--- config.mk ---
export PLATFORM = sky130hd
export DESIGN_NAME = stream_demux_n_flat
export DESIGN_NICKNAME = d
export VERILOG_FILES = /design/src/rtl/stream_demux_n_if.sv /design/src/rtl/stream_demux_n.sv /design/src/flat_wrapper.sv
export SDC_FILE = /design/constraint.sdc
export NUM_CORES = 1
export LEC_CHECK = 0
export BUFFER_PORTS_ARGS = -buffer_cell sky130_fd_sc_hd__buf_2
export CORE_MARGIN = 10
export CORE_UTILIZATION = 40
export DETAILED_ROUTE_END_ITERATION = 10
export GPL_ROUTABILITY_DRIVEN = 0
export PLACE_DENSITY = 0.76
export SLEW_MARGIN = 10
export SYNTH_ARGS = -nofsm -noshare
export SYNTH_HDL_FRONTEND = slang
export SYNTH_SLANG_ARGS = --single-unit
export TNS_END_PERCENT = 50
--- constraint.sdc ---
create_clock -name clk -period 1.7 [get_ports clk]
set_clock_uncertainty 0.15 [all_clocks]
set_input_delay 0.085 -clock clk [delete_from_list [all_inputs] [get_ports clk]]
set_output_delay 0.085 -clock clk [all_outputs]
set_load 0.01 [all_outputs]
--- src/rtl/stream_demux_n_if.sv ---
// Stream bundle for the 1:N demultiplexer: one producer-side channel,
// N consumer-side channels and the drop counter status output.
interface stream_demux_n_if #(
  parameter int DATA_W = 8,
  parameter int N_OUT  = 4,
  parameter int CNT_W  = 8
);
  localparam int SEL_W = $clog2(N_OUT);

  logic                    in_valid;
  logic                    in_ready;
  logic [DATA_W-1:0]       in_data;
  logic [SEL_W-1:0]        in_sel;
  logic                    in_bcast;
  logic [N_OUT-1:0]        out_valid;
  logic [N_OUT-1:0]        out_ready;
  logic [N_OUT*DATA_W-1:0] out_data;
  logic [CNT_W-1:0]        drop_cnt;

  // Environment view: drives the producer and the consumers' ready lines.
  modport master (
    output in_valid, in_data, in_sel, in_bcast, out_ready,
    input  in_ready, out_valid, out_data, drop_cnt
  );

  // Demux view.
  modport slave (
    input  in_valid, in_data, in_sel, in_bcast, out_ready,
    output in_ready, out_valid, out_data, drop_cnt
  );
endinterface

--- src/rtl/stream_demux_n.sv ---
// Registered 1:N stream demultiplexer. Each input word goes to the channel
// named by in_sel, or to every channel in broadcast mode. Each channel has a
// single register stage; words with an out-of-range select are accepted,
// discarded and counted in a saturating counter.
module stream_demux_n #(
  parameter int DATA_W = 8,
  parameter int N_OUT  = 4,
  parameter int CNT_W  = 8
) (
  input logic             clk,
  input logic             rst,
  stream_demux_n_if.slave bus
);
  localparam int SEL_W = $clog2(N_OUT);
  // Number of codes the select field can carry; codes >= N_OUT are illegal.
  localparam int SEL_N = 1 << SEL_W;

  logic [N_OUT-1:0]        out_valid_q, out_valid_d;
  logic [N_OUT*DATA_W-1:0] out_data_q,  out_data_d;
  logic [CNT_W-1:0]        drop_cnt_q,  drop_cnt_d;

  logic [N_OUT-1:0]        free_s;
  logic [SEL_N-1:0]        free_ext_s;
  logic [SEL_N-1:0]        legal_ext_s;
  logic                    in_ready_s;
  logic                    accept_s;

  // Per-channel free flags, widened over the full select code space so an
  // illegal code reads as "free" (always accepted) and "not legal".
  always_comb begin
    free_s      = ~out_valid_q | bus.out_ready;
    free_ext_s  = {SEL_N{1'b1}};
    legal_ext_s = {SEL_N{1'b0}};
    for (int i = 0; i < N_OUT; i++) begin
      free_ext_s[i]  = free_s[i];
      legal_ext_s[i] = 1'b1;
    end
  end

  // Input handshake: broadcast needs every channel free at once, unicast only its target.
  always_comb begin
    if (bus.in_bcast) begin
      in_ready_s = &free_s;
    end else begin
      in_ready_s = free_ext_s[bus.in_sel];
    end
    accept_s = bus.in_valid & in_ready_s;
  end

  // Next-state: drain consumed channels, then let an accepted word load (load beats drain).
  always_comb begin
    out_valid_d = out_valid_q & ~bus.out_ready;
    out_data_d  = out_data_q;
    drop_cnt_d  = drop_cnt_q;
    if (accept_s) begin
      if (bus.in_bcast) begin
        out_valid_d = {N_OUT{1'b1}};
        out_data_d  = {N_OUT{bus.in_data}};
      end else if (legal_ext_s[bus.in_sel]) begin
        for (int i = 0; i < N_OUT; i++) begin
          if (bus.in_sel == SEL_W'(i)) begin
            out_valid_d[i]                  = 1'b1;
            out_data_d[i*DATA_W +: DATA_W]  = bus.in_data;
          end else begin
            // other channels keep their drain-only value
          end
        end
      end else begin
        // illegal select: word is swallowed, counter saturates at all-ones
        if (drop_cnt_q != {CNT_W{1'b1}}) begin
          drop_cnt_d = drop_cnt_q + CNT_W'(1);
        end else begin
          drop_cnt_d = drop_cnt_q;
        end
      end
    end else begin
      // no accept: only drains change state
    end
  end

  // State registers with synchronous reset.
  always_ff @(posedge clk) begin
    if (rst) begin
      out_valid_q <= {N_OUT{1'b0}};
      out_data_q  <= {(N_OUT*DATA_W){1'b0}};
      drop_cnt_q  <= {CNT_W{1'b0}};
    end else begin
      out_valid_q <= out_valid_d;
      out_data_q  <= out_data_d;
      drop_cnt_q  <= drop_cnt_d;
    end
  end

  assign bus.in_ready  = in_ready_s;
  assign bus.out_valid = out_valid_q;
  assign bus.out_data  = out_data_q;
  assign bus.drop_cnt  = drop_cnt_q;

endmodule

--- src/flat_wrapper.sv ---
// flat-port wrapper written by rule: the top's interface ports become plain ports
module stream_demux_n_flat 
#(
  parameter int DATA_W = 8,
  parameter int N_OUT  = 4,
  parameter int CNT_W  = 8
)
  (clk, rst, bus_in_valid, bus_in_data, bus_in_sel, bus_in_bcast, bus_out_ready, bus_in_ready, bus_out_valid, bus_out_data, bus_drop_cnt);
  stream_demux_n_if #(.DATA_W(DATA_W), .N_OUT(N_OUT), .CNT_W(CNT_W)) bus_i ();
  input logic clk;
  input logic rst;
  input wire logic [$bits(bus_i.in_valid)-1:0] bus_in_valid;
  input wire logic [$bits(bus_i.in_data)-1:0] bus_in_data;
  input wire logic [$bits(bus_i.in_sel)-1:0] bus_in_sel;
  input wire logic [$bits(bus_i.in_bcast)-1:0] bus_in_bcast;
  input wire logic [$bits(bus_i.out_ready)-1:0] bus_out_ready;
  output wire logic [$bits(bus_i.in_ready)-1:0] bus_in_ready;
  output wire logic [$bits(bus_i.out_valid)-1:0] bus_out_valid;
  output wire logic [$bits(bus_i.out_data)-1:0] bus_out_data;
  output wire logic [$bits(bus_i.drop_cnt)-1:0] bus_drop_cnt;
  assign bus_i.in_valid = bus_in_valid;
  assign bus_i.in_data = bus_in_data;
  assign bus_i.in_sel = bus_in_sel;
  assign bus_i.in_bcast = bus_in_bcast;
  assign bus_i.out_ready = bus_out_ready;
  assign bus_in_ready = bus_i.in_ready;
  assign bus_out_valid = bus_i.out_valid;
  assign bus_out_data = bus_i.out_data;
  assign bus_drop_cnt = bus_i.drop_cnt;
  stream_demux_n #(.DATA_W(DATA_W), .N_OUT(N_OUT), .CNT_W(CNT_W)) u_core (.clk(clk), .rst(rst), .bus(bus_i));
endmodule
After elaboration in Yosys (flattened, before gate mapping)
Index checks and enable logic that the tools add are counted.
Operators by class
  multiplexer cells: 18
  order comparisons: 1
  equal/unequal tests: 4
  bitwise logic cells: 7
  add/sub/neg operators: 1
  reductions and logical operators: 12
Operators by type and width (count)
  2-to-1 mux 32 bit: 2
  2-to-1 mux 8 bit: 4
  2-to-1 mux 4 bit: 3
  AND reduction 3 bit: 4
  nonzero test 2 bit: 5
  adder 8 x 1 -> 8 bit (second input constant): 1
  != test 8 bit (second input constant): 1
  NOT 4 bit: 2
  AND reduction 4 bit: 2
  2-to-1 mux 1 bit: 7
  AND 4 bit: 1
  binary-select mux 1 bit (select 2 bit): 2
  equality test 2 bit (second input constant): 2
  bitwise OR 4 bit: 1
  < comparator 2 x 3 -> 1 bit (second input constant): 1
  equality test 2 x 1 -> 1 bit (second input constant): 1
  logical NOT 2 bit: 1
  NOT 1 bit: 2
  AND 1 bit: 1
Word-level totals
  bits of input ports: 18
  output and inout bits: 45
  register bits: 44
  logic and storage cells: 49

Depth between registers and ports, before layout
  depth in word-level cells: 7
  depth in mapped cells: 6
  gate-level depth less buffers: 4

Least setup slack after synthesis
OpenSTA, ideal clock, no wires.
  kind: register to register
  from: register u_core.out_valid_q[1], in the netlist u_core.bus.out_valid[1]
  to: register u_core.out_data_q[10], in the netlist u_core.bus.out_data[10]
  stages on the path, launching flop included: 7
  setup slack: 0.134 ns
  required time: 1.478 ns
  data arrival time: 1.344 ns
  clock period less this slack: 1.566 ns
  setup time: 0.072 ns
  buffers on the path: 2
  path through: dfxtp_1 nand2b_1 and4_1 buf_2 o211ai_1 buf_6 mux2i_1
On the way
  longest elaborated chain between the ends: 7
  elaborated cells between the ends (all ways): 8
  classes of those cells: mux (3); bitwise (3); reduce/logical (2)
Ends and longest elaborated chain
  from (decl): line stream_demux_n.sv:18  | logic [N_OUT-1:0] out_valid_q, out_valid_d;
  from (signal assigned): line stream_demux_n.sv:84  | out_valid_q <= {N_OUT{1'b0}};
  from (signal assigned): line stream_demux_n.sv:88  | out_valid_q <= out_valid_d;
  NOT 4 bit *: line stream_demux_n.sv:31  | free_s = ~out_valid_q | bus.out_ready;
  bitwise OR 4 bit *: line stream_demux_n.sv:31
  binary-select mux 1 bit (select 2 bit): line stream_demux_n.sv:45  | in_ready_s = free_ext_s[bus.in_sel];
  2-to-1 mux 1 bit (not written as such): line stream_demux_n.sv:45
  2-to-1 mux 1 bit *: line stream_demux_n.sv:42  | if (bus.in_bcast) begin
  AND 1 bit *: line stream_demux_n.sv:47  | accept_s = bus.in_valid & in_ready_s;
  AND reduction 3 bit (no line) *
  to (signal assigned): line stream_demux_n.sv:85  | out_data_q <= {(N_OUT*DATA_W){1'b0}};
  to (signal assigned): line stream_demux_n.sv:89  | out_data_q <= out_data_d;
  to (decl): line stream_demux_n.sv:19  | logic [N_OUT*DATA_W-1:0] out_data_q, out_data_d;
Mark *: on every way between the ends. The rest lies on a longest branch, timed or not. The select of a mux whose other input is x is not followed.
A chain may end at the register's enable or synchronous reset.

Final worst setup path
  from: register u_core.out_valid_q[1], in the netlist u_core.bus.out_valid[1]
  to: register u_core.out_data_q[9], in the netlist u_core.bus.out_data[9]
Same word-level chain as after synthesis.

==> results.md <==
* Fin. Hold Viols at 0
* Residual DRC at 0
* RSZ-0062 raised after global routing: no
* Status: completed
* Gate Count Post-Synth at about 160
* Synth top area share at 0.431
* First-pass GRT wire length at 6910 um
* Max-Cap Viols at 0
* Initial antenna violation count at 0
* Dpl cell area at about 2000 um^2
* Pwr/cell area at 943 nW/um^2
* Reg area at 721 um^2
* Die height at 84.6 um
* Final Instance Area at 2150 um^2
* Lkg Pwr at between 1 and 1.5 nW
* Starting Density at 0.415
* Fin. max-slew vios at 0
* CTS root buffer: clkbuf_8
* Netlist cell types at 25
* Largest net degree at the start of global routing at 22
* Filler cells at 383
* Worst-Skew Late Latency at 0.29 ns
* Die ar. at between 7000 and 8000 um^2
* Final setup fails at 0
* CTS sink count at 36
* Synth Cell Area at 1670 um^2
* Startpoint Class: flop
* DR vias at between 1,000 and 1,500
* Worst Hold Class: input pin to flop
* Antenna-violating nets left at 0
* Post-synth top area cell: dfxtp_1
* Crit path kind: flop to flop
* Min Tclk post-route at 1.61 ns
* Drt total wl at about 4200 um
* Crit-path max cell delay at between 0.3 and 0.4 ns
* CTS clk-pin slew, worst paths at 0.07 ns
* WHS Path Cells at 3
* Total GRT Usage at 0.119
* #FFs+latches synth at 36
* Max IR drop VDD at 0.000494 V
* # port buffers at 54
* Vias in the first global route at 1,406
* Inserted Diodes at 0
* H-tree depth at 2
* CP arrival at around 1.7 ns
* Highest clock rate at 620 MHz
* CP endpoint kind: flop
* Die X at 84.6 um
* R2R depth at 5
* Pre-Repair DR Iteration Count at 5
* Commonest non-fill, non-tap cell in the layout: buf_2
* Core footprint at approximately 4000 um^2
* I/O pin cnt at 63
* TNS Setup at 0 ns
* Area delta synth->final at 28.9%
* Most frequent cells in the layout: 54 x buf_2, 43 x nand2b_1, 36 x dfxtp_1
* Fin crit share at 0.949
* Synth area leaders: dfxtp_1 43%, mux2i_1 19%, nand2b_1 16%, buf_4 4.0%, buf_6 2.0%
* Worst path required time at between 1.5 and 2 ns
* Row Count at 23
* Setup ws final at 0.0875 ns
* Multi-input gate area at 858 um^2
* CTS buffer count at 5
* Nets at 240
* Share of cells above drive strength 1 at 0.363
* DR iter-0 viols at 76
* Synth warn at 0
* Max Root-Sink Buffers at 2
* Syn avg cell area at about 11 um^2
* Congestion Overflow GR at 0
* Via density at 4.71
* CTS tree: built
* CP cell instances: nand2b_1 -> o211a_4 -> o211ai_1 -> buf_4 -> mux2i_1
* Register area share after synthesis at 0.431
* CP Max Fanout at 9
* Final hold slack at around 0.0017 ns
* CP max stage cell: dfxtp_1
* Hpwl dp at between 3000 and 4000 um
* Per-cell routed wire length at 15.2 um
* Pre-CTS setup slack at 0.00505 ns
critical path, delay by kind of cell, from the launching register on:
kind                   cells  cell delay (ns)
AO/OA/AOI/OAI              2             0.49
AND/OR/NAND/NOR            1             0.13
flip-flops                 1             0.33
multiplexers               1             0.20
buffers and inverters      1             0.24
power by group:
part / switching [mW] / total (mW) / internal (mW)
registers: 0.0372 / 0.954 / 0.917
clock network: 0.297 / 0.628 / 0.331
logic: 0.227 / 0.450 / 0.223
total: 0.562 / 2.03 / 1.47
final timing paths:
kind	from	end	slack, ns
max reg2reg	u_core.bus.out_valid[1]	u_core.bus.out_data[9]	0.09
max	u_core.bus.out_valid[1]	u_core.bus.out_data[9]	0.09
min reg2reg	u_core.bus.out_data[0]	u_core.bus.out_data[0]	0.32
min	bus_in_data[7]	u_core.bus.out_data[31]	0.002
synthesized netlist by cell type (all sizes together):
master	n
mux2i	32
o211ai	1
o211a	1
nor2	1
conb	1
dfxtp	36
nor2b	1
o21ba	1
and4	1
nand2b	45
nor3b	1
a21oi	6
o221ai	3
clkbuf	4
o221a	3
buf	13
nand4bb	1
inv	2
nand2	2
state kept, by name, indices dropped and copies added, names as in the netlist:
| register | flops |
|---|---|
| u_core.bus.out_valid | 4 |
| u_core.bus.out_data | 32 |
layer usage:
| metal | global-route usage | wire [um] | up-vias |
|---|---|---|---|
| met2 | 0.184 | 1890 | 53 |
| met1 | 0.137 | 1880 | 588 |
| met4 | 0.0479 | 70 | 0 |
| li1 | - | - | 640 |
| met5 | 0 | 0 | - |
| met3 | 0.0580 | 324 | 6 |
stage by stage:
step                power [mW]  std cells  utilization
finish                    2.03        273        0.535
detailed placement        1.39        256        0.487
CTS                       2.03        268        0.519
floorplan                 1.26        162            -
global route              2.15        273        0.535
global placement          1.39        256        0.487
kinds of logic after synthesis:
group | Yosys count | synth area share
muxes | 32 | 0.192
AOI/OAI and AO/OA | 15 | 0.0981
other | 1 | 0.00224
buffers and inverters | 19 | 0.0771
and+or+nand+nor | 52 | 0.200
DFF | 36 | 0.431
area by class of cell:
type                            count  share of cell area
Multi-Input combinational cell    107               0.398
Sequential cell                    36               0.334
Timing Repair Buffer               70               0.193
Clock buffer                        8              0.0418
Tap cell                           50              0.0290
Inverter                            2             0.00348
what timing repair did:
| item | 4_1_cts | 5_1_grt |
|---|---|---|
| resized for setup | 1 | 3 |
| buffers inserted | 0 | 4 |
| pin swaps | 0 | 2 |
| endpoints found under the setup margin | 5 | 15 |
| hold buffers | 4 | 1 |
| endpoints found under the hold margin | 8 | 1 |
No activity file was read; power rests on OpenSTA's default activity.
